`src/rtl/image_streamer_pkg.sv`:
```
//------------------------------------------------------------------------------
// Module   : image_streamer_pkg
// Purpose  : Definitions shared by image_streamer and raster_counter.
//            LOG2 width macro, L/R channel-slice bound macros and the
//            streamer FSM state encoding.
// Revision : 1.0  initial release
//------------------------------------------------------------------------------
`default_nettype none

`ifndef IMAGE_STREAMER_DEFS
`define IMAGE_STREAMER_DEFS
// Address/counter width for a value range of x entries.
`define LOG2(x) $clog2(x)
// Channel i of a packed word with w-bit channels occupies [L(i,w):R(i,w)].
`define L(i, w) (((i) + 1) * (w) - 1)
`define R(i, w) ((i) * (w))
`endif

package image_streamer_pkg;

  typedef enum logic [1:0] {
    IDLE   = 2'd0,
    STREAM = 2'd1,
    DRAIN  = 2'd2
  } state_e;

endpackage

`default_nettype wire

```
`src/rtl/image_streamer_raster_counter.sv`:
```
//------------------------------------------------------------------------------
// Module   : raster_counter
// Purpose  : Row/column position counter for a SIDE x SIDE raster scan.
//            Column advances on 'advance', wraps at SIDE-1 and steps the row.
// Ports    : clk, rst      clock, synchronous active-high reset
//            clear         force position back to (0,0)
//            advance       step to the next raster position
//            last_col      current column is SIDE-1
//            last_pos      current position is the final one of the frame
//            border        current position lies in the PAD-wide zero border
// Revision : 1.0  initial release
//------------------------------------------------------------------------------
`default_nettype none

module raster_counter
  import image_streamer_pkg::*;
#(
  parameter int SIDE = 28,
  parameter int PAD  = 0
) (
  input  logic clk,
  input  logic rst,
  input  logic clear,
  input  logic advance,
  output logic last_col,
  output logic last_pos,
  output logic border
);

  localparam int CW = `LOG2(SIDE);

  logic [CW-1:0] row_q, row_d;
  logic [CW-1:0] col_q, col_d;
  logic          last_row;

  assign last_col = (col_q == CW'(SIDE - 1));
  assign last_row = (row_q == CW'(SIDE - 1));
  assign last_pos = last_col & last_row;

  always_comb begin
    row_d = row_q;
    col_d = col_q;
    if (clear) begin
      row_d = '0;
      col_d = '0;
    end else if (advance) begin
      if (last_col) begin
        col_d = '0;
        row_d = last_row ? '0 : row_q + 1'b1;
      end else begin
        col_d = col_q + 1'b1;
      end
    end
  end

  always_ff @(posedge clk) begin
    if (rst) begin
      row_q <= '0;
      col_q <= '0;
    end else begin
      row_q <= row_d;
      col_q <= col_d;
    end
  end

  generate
    if (PAD > 0) begin : g_border
      assign border = (row_q < CW'(PAD)) || (row_q >= CW'(SIDE - PAD)) ||
                      (col_q < CW'(PAD)) || (col_q >= CW'(SIDE - PAD));
    end else begin : g_no_border
      assign border = 1'b0;
    end
  endgenerate

endmodule

`default_nettype wire

```
`src/rtl/image_streamer.sv`:
```
//------------------------------------------------------------------------------
// Module   : image_streamer
// Purpose  : Reads one square image from a synchronous RAM in raster order and
//            streams it one pixel word per cycle, with downstream stall (hold),
//            frame start/last flags and a done pulse.
// Ports    : clk, rst          clock, synchronous active-high reset
//            start             begin a frame (sampled only in IDLE)
//            hold              downstream stall, freezes the pipeline
//            mem_addr/rd_en    RAM read address (row-major) and strobe
//            mem_data          RAM read data, valid one cycle after rd_en
//            pixel_data/en     pixel word and its qualifier
//            frame_start/last  first / final pixel of the frame
//            busy, done        frame in progress, one-cycle completion pulse
// Options  : IMAGE_STREAMER_PAD_EN  adds a PAD-wide zero border around the
//            image; border positions emit zero pixels without RAM reads.
// Revision : 1.0  initial release
//------------------------------------------------------------------------------
`default_nettype none

module image_streamer
  import image_streamer_pkg::*;
#(
  parameter int D_WIDTH    = 8,
  parameter int D_CHANNELS = 1,
  parameter int IMAGE_SIZE = 28,
  parameter int PAD        = 1
) (
  input  logic                                      clk,
  input  logic                                      rst,
  input  logic                                      start,
  input  logic                                      hold,
  output logic [`LOG2(IMAGE_SIZE*IMAGE_SIZE)-1:0]   mem_addr,
  output logic                                      mem_rd_en,
  input  logic [D_WIDTH*D_CHANNELS-1:0]             mem_data,
  output logic [D_WIDTH*D_CHANNELS-1:0]             pixel_data,
  output logic                                      pixel_en,
  output logic                                      frame_start,
  output logic                                      frame_last,
  output logic                                      busy,
  output logic                                      done
);

  localparam int AW = `LOG2(IMAGE_SIZE * IMAGE_SIZE);
  localparam int DW = D_WIDTH * D_CHANNELS;
  localparam logic [AW-1:0] c_addr_max = AW'(IMAGE_SIZE * IMAGE_SIZE - 1);

`ifdef IMAGE_STREAMER_PAD_EN
  localparam int c_side = IMAGE_SIZE + 2 * PAD;
  localparam int c_pad  = PAD;
`else
  localparam int c_side       = IMAGE_SIZE;
  localparam int c_pad        = 0;
  localparam int c_unused_pad = PAD;
`endif

  state_e          state_q, state_d;
  logic [AW-1:0]   addr_q, addr_d;
  logic            first_q, first_d;      // next issued position is frame's first
  logic            s1_valid_q, s1_valid_d;
  logic            s1_first_q, s1_first_d;
  logic            s1_last_q, s1_last_d;
  logic            out_valid_q, out_valid_d;
  logic            out_first_q, out_first_d;
  logic            out_last_q, out_last_d;
  logic [DW-1:0]   out_data_q, out_data_d;
  logic            done_q, done_d;

  logic            w_issue;
  logic            w_last_pos;
  logic            w_border;
  logic            w_unused_last_col;

  raster_counter #(
    .SIDE (c_side),
    .PAD  (c_pad)
  ) u_raster_counter (
    .clk      (clk),
    .rst      (rst),
    .clear    ((state_q == IDLE) & start),
    .advance  (w_issue),
    .last_col (w_unused_last_col),
    .last_pos (w_last_pos),
    .border   (w_border)
  );

  // A position issues on every un-stalled STREAM cycle, read or border.
  assign w_issue     = (state_q == STREAM) & ~hold;
  assign mem_rd_en   = w_issue & ~w_border;
  assign mem_addr    = addr_q;
  assign pixel_en    = out_valid_q & ~hold;
  assign pixel_data  = out_data_q;
  assign frame_start = pixel_en & out_first_q;
  assign frame_last  = pixel_en & out_last_q;
  assign busy        = (state_q != IDLE);
  assign done        = done_q;

`ifdef IMAGE_STREAMER_PAD_EN
  logic s1_pad_q, s1_pad_d;

  always_comb begin
    s1_pad_d = s1_pad_q;
    if (!hold) s1_pad_d = w_border;
  end

  always_ff @(posedge clk) begin
    if (rst) s1_pad_q <= 1'b0;
    else     s1_pad_q <= s1_pad_d;
  end
`endif

  always_comb begin
    state_d     = state_q;
    addr_d      = addr_q;
    first_d     = first_q;
    s1_valid_d  = s1_valid_q;
    s1_first_d  = s1_first_q;
    s1_last_d   = s1_last_q;
    out_valid_d = out_valid_q;
    out_first_d = out_first_q;
    out_last_d  = out_last_q;
    out_data_d  = out_data_q;
    done_d      = 1'b0;

    case (state_q)
      IDLE: begin
        if (start) begin
          state_d = STREAM;
          addr_d  = '0;
          first_d = 1'b1;
        end
      end
      STREAM: begin
        if (w_issue && w_last_pos) state_d = DRAIN;
      end
      DRAIN: begin
        if (pixel_en && out_last_q) begin
          state_d = IDLE;
          done_d  = 1'b1;
        end
      end
      default: state_d = IDLE;
    endcase

    if (w_issue) first_d = 1'b0;

    // Saturate rather than wrap so the address never aliases within a frame.
    if (mem_rd_en && (addr_q != c_addr_max)) addr_d = addr_q + 1'b1;

    if (!hold) begin
      s1_valid_d  = w_issue;
      s1_first_d  = first_q;
      s1_last_d   = w_last_pos;
      out_valid_d = s1_valid_q;
      out_first_d = s1_first_q;
      out_last_d  = s1_last_q;
      if (s1_valid_q) begin
`ifdef IMAGE_STREAMER_PAD_EN
        out_data_d = s1_pad_q ? '0 : mem_data;
`else
        out_data_d = mem_data;
`endif
      end
    end
  end

  always_ff @(posedge clk) begin
    if (rst) begin
      state_q     <= IDLE;
      addr_q      <= '0;
      first_q     <= 1'b0;
      s1_valid_q  <= 1'b0;
      s1_first_q  <= 1'b0;
      s1_last_q   <= 1'b0;
      out_valid_q <= 1'b0;
      out_first_q <= 1'b0;
      out_last_q  <= 1'b0;
      out_data_q  <= '0;
      done_q      <= 1'b0;
    end else begin
      state_q     <= state_d;
      addr_q      <= addr_d;
      first_q     <= first_d;
      s1_valid_q  <= s1_valid_d;
      s1_first_q  <= s1_first_d;
      s1_last_q   <= s1_last_d;
      out_valid_q <= out_valid_d;
      out_first_q <= out_first_d;
      out_last_q  <= out_last_d;
      out_data_q  <= out_data_d;
      done_q      <= done_d;
    end
  end

endmodule

`default_nettype wire

```
`config.mk`:
```
export PLATFORM = sky130hd
export DESIGN_NAME = image_streamer
export DESIGN_NICKNAME = d
export VERILOG_FILES = /design/src/rtl/image_streamer_pkg.sv /design/src/rtl/image_streamer_raster_counter.sv /design/src/rtl/image_streamer.sv
export SDC_FILE = /design/constraint.sdc
export NUM_CORES = 1
export LEC_CHECK = 0
export CAP_MARGIN = 20
export CORE_ASPECT_RATIO = 1.2
export CORE_MARGIN = 4
export CORE_UTILIZATION = 50
export DETAILED_ROUTE_END_ITERATION = 8
export GPL_ROUTABILITY_DRIVEN = 0
export PLACE_DENSITY = 0.9
export SYNTH_ARGS = -nofsm -noshare
export SYNTH_HDL_FRONTEND = slang
export SYNTH_SLANG_ARGS = --single-unit
export TNS_END_PERCENT = 1
```
`constraint.sdc`:
```
create_clock -name clk -period 1.9 [get_ports clk]
set_clock_uncertainty 0.05 [all_clocks]
set_input_delay 0.285 -clock clk [delete_from_list [all_inputs] [get_ports clk]]
set_output_delay 0.285 -clock clk [all_outputs]
set_load 0.02 [all_outputs]
```
==> results.ini, run 1 <==
[run_status]
status=complete, no violations

[placement]
io_buffers=35
dpl.hpwl_um=2820
postPlaceCellArea_um2=2160
place_ws_ps=-269

[pwr]
swShare_pct=22.6
power_frac_clock_pct=41.4
p_per_area_nw_per_um2=718
p_switching_uw=369
p_leak_nw=0.893
irDropWorstVdd_uv=795
seqPwrFrac_pct=50.0
power.internal_mw=1.26
p_comb_share_pct=8.6

[clocking]
clockRootBuffer=clkbuf_8
cts_sinks=38
cts_tree=done
cts_setup_buffers=0
path_clk_slew_ps=80
htreeDepth=2
clock_path_buffers=2
cts_hold_buffers=0
clock_latency_ps=290
cts_buffers=5

[yosys]
syn_nets=212
synth_edf_count=0
post_synth_num_cell_types=49
ys_top_cells_by_area=dfxtp_1, a21oi_1, nand2_1
synth_top_cell_area_share_pct=44.1
ys.flop_type=dfxtp_1
netlist_area_um2=1720
yosysSeqAreaShare_pct=44.1
synth_area_per_cell_um2=8.75
yosysWarnings=0
synth_seq_cells=38
async_flop_share_pct=0
synth_top_area_cell=dfxtp_1
synthCells=197
post-synth-top-count-cell=dfxtp_1
synthTopCellsByCount=dfxtp_1, nand2_1, a21oi_1

[hold_path]
whs_path_depth=2
holdPathEnd=pixel_data[5]
hold_path.class=flop to flop
hold_start=pixel_data[5]

[detailed_routing]
wirelength_um=4030
drc=0
dr_total_vias=1575
viasPerCell=5.59
drt_iter0_drc=80
drt_first_pass_iters=5
final_antenna_net_count=0
avgRoutedWirePerCell_um=14.3

[final_layout]
design_area_um2=2270
antennaDiodeCount=0
fill_cells=282
area_growth_pct=31.9
final_net_count=259
drive_above_1_share_pct=14.7

[worst_setup_path]
r2r-start=state_q[0]
regToRegSetupSlack_ps=150
start_kind=input port
path_cells=clkdlybuf4s50_1 > or3b_4 > clkinv_4 > clkdlybuf4s15_1
r2r_end=mem_addr[0]
crit_buf_inv=3
crit_fanout=2
rr_worst_depth=6
worstSetupPathType=input port to output port
slowest_delay_ps=420
arrival_ps=1480
slowest_stage=clkdlybuf4s50_1
cp_top_family=buffers and inverters
cp-end-kind=output port
critPathRequiredTime_ps=1560

[floorplanning]
die_w_um=61.6
core_area_um2=3340
fp-row-count=23
die_y_um=72.3
num_io_pins=36
start_util_pct=51.6
dieArea_um2=4460

[timing]
tightest_slew_ps=662
maxSlewViolCount=0
final-hold-violation-count=0
finalCritPeriodShare_pct=95.7
finalSetupViolCount=0
maxSlewHeadroom_pct=55.9
min_period_ps=1820
fin_ws_ps=82.1
fmax_mhz=550
grt_setup_unrepaired=false

[global_route]
overflow=0
grt_start_max_net_pins=22
grt_pass1_vias=1568
grtUsageTotal_pct=19.6
grt_first_pass_wirelength_um=6600
antenna_found_initial=0

[run]
drv_cap=0

[flip-flops by register name (all words and copies together), names as in the netlist, 2 cells and up]
signal,cells
mem_addr,10
pixel_data,8
u_raster_counter.col_q,5
u_raster_counter.row_q,5
state_q,2
[power by group through the flow]
stage | Combinational [mW] | Sequential, mW | Clock, mW
floorplan | 0.0707 | 0.840 | 0
global placement | 0.138 | 0.834 | 0
detailed placement | 0.139 | 0.835 | 0
CTS | 0.141 | 0.817 | 0.684
global route | 0.153 | 0.818 | 0.715
finish | 0.140 | 0.817 | 0.676
[worst min-delay path, delay by kind of cell (launching register included)]
kind	cells	cell delay (ps)
compound gates	1	50
flops	1	310
simple gates	1	50
[logic make-up (layout without fill, tap and decap cells)]
| family | count (synthesis) | count (layout) | synth area share [%] |
|---|---|---|---|
| simple gates | 94 | 94 | 29.2 |
| mux | 6 | 6 | 3.48 |
| buf+inv | 14 | 62 | 5.59 |
| xor+xnor | 2 | 2 | 1.02 |
| flops | 38 | 38 | 44.1 |
| fa+ha+maj | 3 | 3 | 2.18 |
| compound gates | 40 | 40 | 14.4 |
[final cells by class]
class                   count  area (um2)  share of cell area, %
inverters                   3        16.3                  0.715
clock buffers               5        68.8                   3.03
repair buffers             51         470                   20.7
flip-flops and latches     38         761                   33.4
well taps                  37        46.3                   2.04
multi-input cells         145         872                   38.3
clock inverters             3        40.0                   1.76
[through the flow]
step	hold slack, ps	power, mW	utilization, %	TNS [ps]	cells
CTS	407	1.64	67.9	0	282
floorplan	371	0.911	-	0	197
global route	422	1.69	68.1	0	282
detailed placement	396	0.974	64.7	-1850	274
global placement	391	0.973	64.7	-1800	274
finish	404	1.63	68.1	0	282
[timing repair]
| action | 4_1_cts | 5_1_grt |
|---|---|---|
| gates cloned | 0 | 0 |
| endpoints found under the hold margin | 0 | 0 |
| gates resized for setup | 5 | 5 |
| setup endpoints to repair | 5 | 4 |
[worst max-delay path by stage]
stage / from / endpoint / slack [ps] / cells past startpoint
after detailed placement: hold / frame_start / -270 / 5
after CTS: hold / frame_start / 4 / 5
after global placement: hold / mem_rd_en / -240 / 4
after floorplan: state_q[0] / mem_addr[9] / 300 / 6
final: hold / mem_rd_en / 80 / 4
after global routing: hold / frame_last / 10 / 6
[layer usage]
metal | share of wire, % | global-route usage, %
met2 | 52 | 33.9
met1 | 41 | 21.6
met3 | 5.7 | 6.41
met5 | 0 | 0
met4 | 1.3 | 7.55
[layout by cell type (no fill, tap or decap), drive strengths merged, types with 2 or more instances in the layout]
cell type and n:
nand3 13, nand2 28, nand4 5, a21o 3, dfxtp 38, nand4b 2, a21oi 22, inv 2
nor2b 4, nor3 5, or3 2, ha 3, clkbuf 5, nor4b 3, buf 17, clkinv 3
mux2i 6, a31oi 2, o21ai 4, clkdlybuf4s50 30, nand3b 4, a211oi 2, o22ai 2, nor3b 2
clkdlybuf4s15 3, and3 3, nor2 16
No activity file was read; power rests on OpenSTA's default activity.
==> inputs of run 2 (changes only) <==
--- a/config.mk
+++ b/config.mk
@@ -7,11 +7,12 @@
 export LEC_CHECK = 0
 export CAP_MARGIN = 20
 export CORE_ASPECT_RATIO = 1.2
-export CORE_MARGIN = 4
+export CORE_MARGIN = 8
 export CORE_UTILIZATION = 50
 export DETAILED_ROUTE_END_ITERATION = 8
 export GPL_ROUTABILITY_DRIVEN = 0
 export PLACE_DENSITY = 0.9
+export SLEW_MARGIN = 10
 export SYNTH_ARGS = -nofsm -noshare
 export SYNTH_HDL_FRONTEND = slang
 export SYNTH_SLANG_ARGS = --single-unit
==> results.ini, run 2 (same netlist as run 1, synthesis figures left out) <==
[final_layout]
fill_cells=270
layout_common_cells=dfxtp_1, clkdlybuf4s50_1, nand2_1
drive_above_1_share_pct=12.8
area_growth_pct=29.8
design_area_um2=2240
largest_register_ffs=10
mostFrequentLayoutCell=dfxtp_1
antennaDiodeCount=0
final_net_count=256

[timing]
maxSlewHeadroom_pct=54.0
finalSetupViolCount=0
hold_slack_ps=404
grt_setup_unrepaired=false
fmax_mhz=543
tightest_slew_ps=690
maxSlewViolCount=0
final-hold-violation-count=0
finalCritPeriodShare_pct=97.0
min_period_ps=1840

[detailed_routing]
drc=0
viasPerCell=5.62
final_antenna_net_count=0
drt_iter0_drc=86
wirelength_um=4100
drt_first_pass_iters=4
dr_total_vias=1567
avgRoutedWirePerCell_um=14.7

[clocking]
path_clk_slew_ps=70
clock_path_buffers=2
htreeDepth=2
cts_sinks=38
cts_buffers=5
clockRootBuffer=clkbuf_8
cts_tree=done
clock_latency_ps=290

[global_route]
grt_busiest_layer=met2
gr-usage-met3_pct=5.79
overflow=0
gr-usage-met2_pct=26.2
grt_start_max_net_pins=24
antenna_found_initial=0
grt_first_pass_wirelength_um=6970
grt_pass1_vias=1526
use_met1_pct=16.0
grtUsageTotal_pct=15.3

[worst_setup_path]
path_cells=clkdlybuf4s50_1 > or3b_4 > clkinv_4 > dlygate4sd2_1
critPathRequiredTime_ps=1560
cp-end-kind=output port
regToRegSetupSlack_ps=180
r2r-start=mem_addr[5]
arrival_ps=1510
slowest_stage=or3b_4
start_kind=input port
slowest_delay_ps=420
worstSetupPathType=input port to output port
crit_fanout=2
crit_start=hold

[placement]
postPlaceCellArea_um2=2140
dpl.hpwl_um=2890
io_buffers=35

[floorplanning]
die_y_um=80.3
core_area_um2=3310
die_w_um=69.6
start_util_pct=52.1
num_io_pins=36
dieArea_um2=5590
fp-row-count=23

[hold_path]
hold_start=pixel_data[6]
hold_path.class=flop to flop

[pwr]
power_frac_clock_pct=41.3
p_per_area_nw_per_um2=725
irDropWorstVdd_uv=696
power.internal_mw=1.26
p_switching_uw=362
swShare_pct=22.3
seqPwrFrac_pct=50.3
p_leak_nw=0.872
p_comb_share_pct=8.5

[run_status]
status=complete, no violations

[run]
drv_cap=0

run 2: changes by cell type in the layout (fill, tap and decap cells not counted):
cell	previous run	this run
nor2b_2	1	0
clkbuf_2	0	1
nor2_2	1	0
clkdlybuf4s15_1	3	1
dlymetal6s2s_1	1	0
dlygate4sd2_1	0	3
buf_4	17	13
nor2b_1	3	4
nor2_1	15	16
run 2: per-layer routing:
| layer | up-vias | wire, um |
|---|---|---|
| li1 | 794 | - |
| met1 | 719 | 1750 |
| met2 | 47 | 2000 |
| met3 | 7 | 261 |
| met4 | 0 | 83 |
| met5 | - | 0 |
run 2: worst paths after layout:
check | cells past startpoint | to
worst max register to register | 5 | mem_addr[0]
worst min register to register | 2 | pixel_data[6]
worst min-delay path | 2 | pixel_data[6]
worst max-delay path | 4 | mem_rd_en
run 2: power groups by stage:
| stage | logic (mW) | clock network [mW] | registers (mW) |
|---|---|---|---|
| after floorplan | 0.0707 | 0 | 0.840 |
| after global placement | 0.137 | 0 | 0.833 |
| after detailed placement | 0.139 | 0 | 0.834 |
| after CTS | 0.137 | 0.683 | 0.815 |
| after global routing | 0.149 | 0.725 | 0.817 |
| final | 0.137 | 0.670 | 0.815 |
run 2: cell type report:
| cell class | instances | area (um2) | area share [%] |
|---|---|---|---|
| repair buffers | 48 | 439 | 19.6 |
| flip-flops and latches | 38 | 761 | 34.0 |
| clock buffers | 5 | 68.8 | 3.07 |
| multi-input cells | 145 | 867 | 38.7 |
| clock inverters | 3 | 40.0 | 1.79 |
| inverters | 3 | 16.3 | 0.727 |
| well taps | 37 | 46.3 | 2.07 |
run 2: repair_timing:
| action | in CTS | in global routing |
|---|---|---|
| hold buffers | 0 | 0 |
| pin swaps | 0 | 0 |
| setup buffers | 0 | 0 |
| resized for setup | 5 | 3 |
| endpoints found under the setup margin | 5 | 2 |
run 2: critical path: cells and delay by family:
family | cells | cell delay (ps)
buffers and inverters | 3 | 800
AND/OR/NAND/NOR | 1 | 420
run 2: per-stage QoR:
step	power, mW	cells	TNS, ps	worst slack, ps	util, %
2_1_floorplan	0.911	197	0	300	-
3_3_place_gp	0.970	271	-1340	-220	64.6
3_5_place_dp	0.972	271	-1600	-249	64.6
4_1_cts	1.64	279	0	33.6	67.7
5_1_grt	1.69	279	0	7.79	67.6
6_report	1.62	279	0	57.2	67.6
==> inputs of run 3 (changes only) <==
--- a/config.mk
+++ b/config.mk
@@ -9,6 +9,7 @@
 export CORE_ASPECT_RATIO = 1.2
 export CORE_MARGIN = 8
 export CORE_UTILIZATION = 50
+export CTS_BUF_LIST = sky130_fd_sc_hd__clkbuf_8 sky130_fd_sc_hd__clkbuf_16
 export DETAILED_ROUTE_END_ITERATION = 8
 export GPL_ROUTABILITY_DRIVEN = 0
 export PLACE_DENSITY = 0.9
==> constraint.sdc (replaced) <==
create_clock -name clk -period 1.9 [get_ports clk]
set_clock_uncertainty 0.05 [all_clocks]
set_input_delay 0.285 -clock clk [delete_from_list [all_inputs] [get_ports clk]]
set_output_delay 0.285 -clock clk [all_outputs]
set_load 0.1 [all_outputs]
==> results.ini, run 3 (same netlist as run 1, synthesis figures left out) <==
[worst_setup_path]
slowest_stage=or3b_4
cp_top_family=simple AND/OR/NAND/NOR gates
crit_buf_inv=2
arrival_ps=1480
crit_fanout=8
path_cells=or3b_4 > clkinv_4 > buf_12
start_kind=flop
worstSetupPathType=flop to output port
crit_start=state_q[0]
r2r-start=state_q[0]
critPathRequiredTime_ps=1560
cp-end-kind=output port
slowest_delay_ps=460

[detailed_routing]
dr_total_vias=1611
wirelength_um=4020
final_antenna_net_count=0
drc=0
viasPerCell=5.71
avgRoutedWirePerCell_um=14.3
drt_first_pass_iters=4
drt_iter0_drc=76

[clocking]
cts_hold_buffers=0
cts_tree=done
clock_path_buffers=2
cts_sinks=38
cts_buffers=5
cts_setup_buffers=0
clockRootBuffer=clkbuf_8
path_clk_slew_ps=80
htreeDepth=2
clock_latency_ps=290
cts_resized=0

[global_route]
grt_start_max_net_pins=15
grt_pass1_vias=1562
overflow=0
grtUsageTotal_pct=15.0
use_met1_pct=15.9
grt_first_pass_wirelength_um=7000
gr-usage-met2_pct=26.3
antenna_found_initial=0
grt_busiest_layer=met2
gr-usage-met3_pct=4.06

[timing]
finalCritPeriodShare_pct=95.7
finalSetupViolCount=0
min_period_ps=1820
final-hold-violation-count=0
maxSlewViolCount=0
grt_setup_unrepaired=false
hold_slack_ps=408
fmax_mhz=550
tightest_slew_ps=590
fin_setup_tns_ps=0
maxSlewHeadroom_pct=60.6

[hold_path]
hold_path.class=flop to flop
hold_start=pixel_data[4]

[pwr]
p_comb_share_pct=10.6
p_per_area_nw_per_um2=782
p_leak_nw=0.948
p_switching_uw=427
power_mw=1.84
seqPwrFrac_pct=44.5
irDropWorstVdd_uv=705
power_frac_clock_pct=44.9
swShare_pct=23.2
power.internal_mw=1.41

[final_layout]
area_growth_pct=36.3
antennaDiodeCount=0
mostFrequentLayoutCell=buf_4
final_core_util_pct=71.0
final_net_count=259
layout_common_cells=buf_4, dfxtp_1, nand2_1
largest_register_ffs=10
fill_cells=247
design_area_um2=2350
drive_above_1_share_pct=28.2

[floorplanning]
fp-row-count=23
start_util_pct=52.1
num_io_pins=36
dieArea_um2=5590
die_y_um=80.3
core_area_um2=3310
die_w_um=69.6

[run_status]
status=complete, no violations

[placement]
dpl.hpwl_um=3080
io_buffers=35
postPlaceCellArea_um2=2210

[run]
drv_cap=0

[run 3: path summary, 6_finish.rpt]
path / to / slack, ps / cells after the start
max: mem_rd_en / 80 / 3
min: pixel_data[4] / 410 / 2
max reg2reg: u_raster_counter.row_q[3] / 230 / 5
min reg2reg: pixel_data[4] / 410 / 2
[run 3: worst min-delay path, cell delays in order, from the launching register on]
cell and delay (ps):
dfxtp_1 310, nand2_1 50, a21oi_1 50
[run 3: final cells by class]
cell class / instances / area (um2) / share of cell area, %
Inverter: 3 / 20.0 / 0.852
Sequential cell: 38 / 772 / 32.9
Multi-Input combinational cell: 145 / 876 / 37.3
Clock inverter: 3 / 68.8 / 2.93
Clock buffer: 5 / 68.8 / 2.93
Tap cell: 37 / 46.3 / 1.97
Timing Repair Buffer: 51 / 498 / 21.2
[run 3: per-stage QoR]
stage / cells / setup WS (ps)
after floorplan: 197 / -26.6
after global placement: 274 / 2.92
after detailed placement: 274 / -36.5
after CTS: 282 / 82.1
after global routing: 282 / 31.0
final: 282 / 81.0
[run 3: layer usage]
| layer | up-vias | part of all wire, % |
|---|---|---|
| li1 | 800 | - |
| met3 | 8 | 5.5 |
| met5 | - | 0 |
| met4 | 0 | 2.3 |
| met1 | 757 | 42 |
| met2 | 46 | 50 |
[run 3: power by group through the flow]
stage          clock network [mW]  registers (mW)  logic, mW
2_1_floorplan                   0           0.869     0.0897
3_3_place_gp                    0           0.835      0.192
3_5_place_dp                    0           0.836      0.194
4_1_cts                     0.836           0.817      0.195
5_1_grt                     0.871           0.819      0.207
6_report                    0.825           0.817      0.194
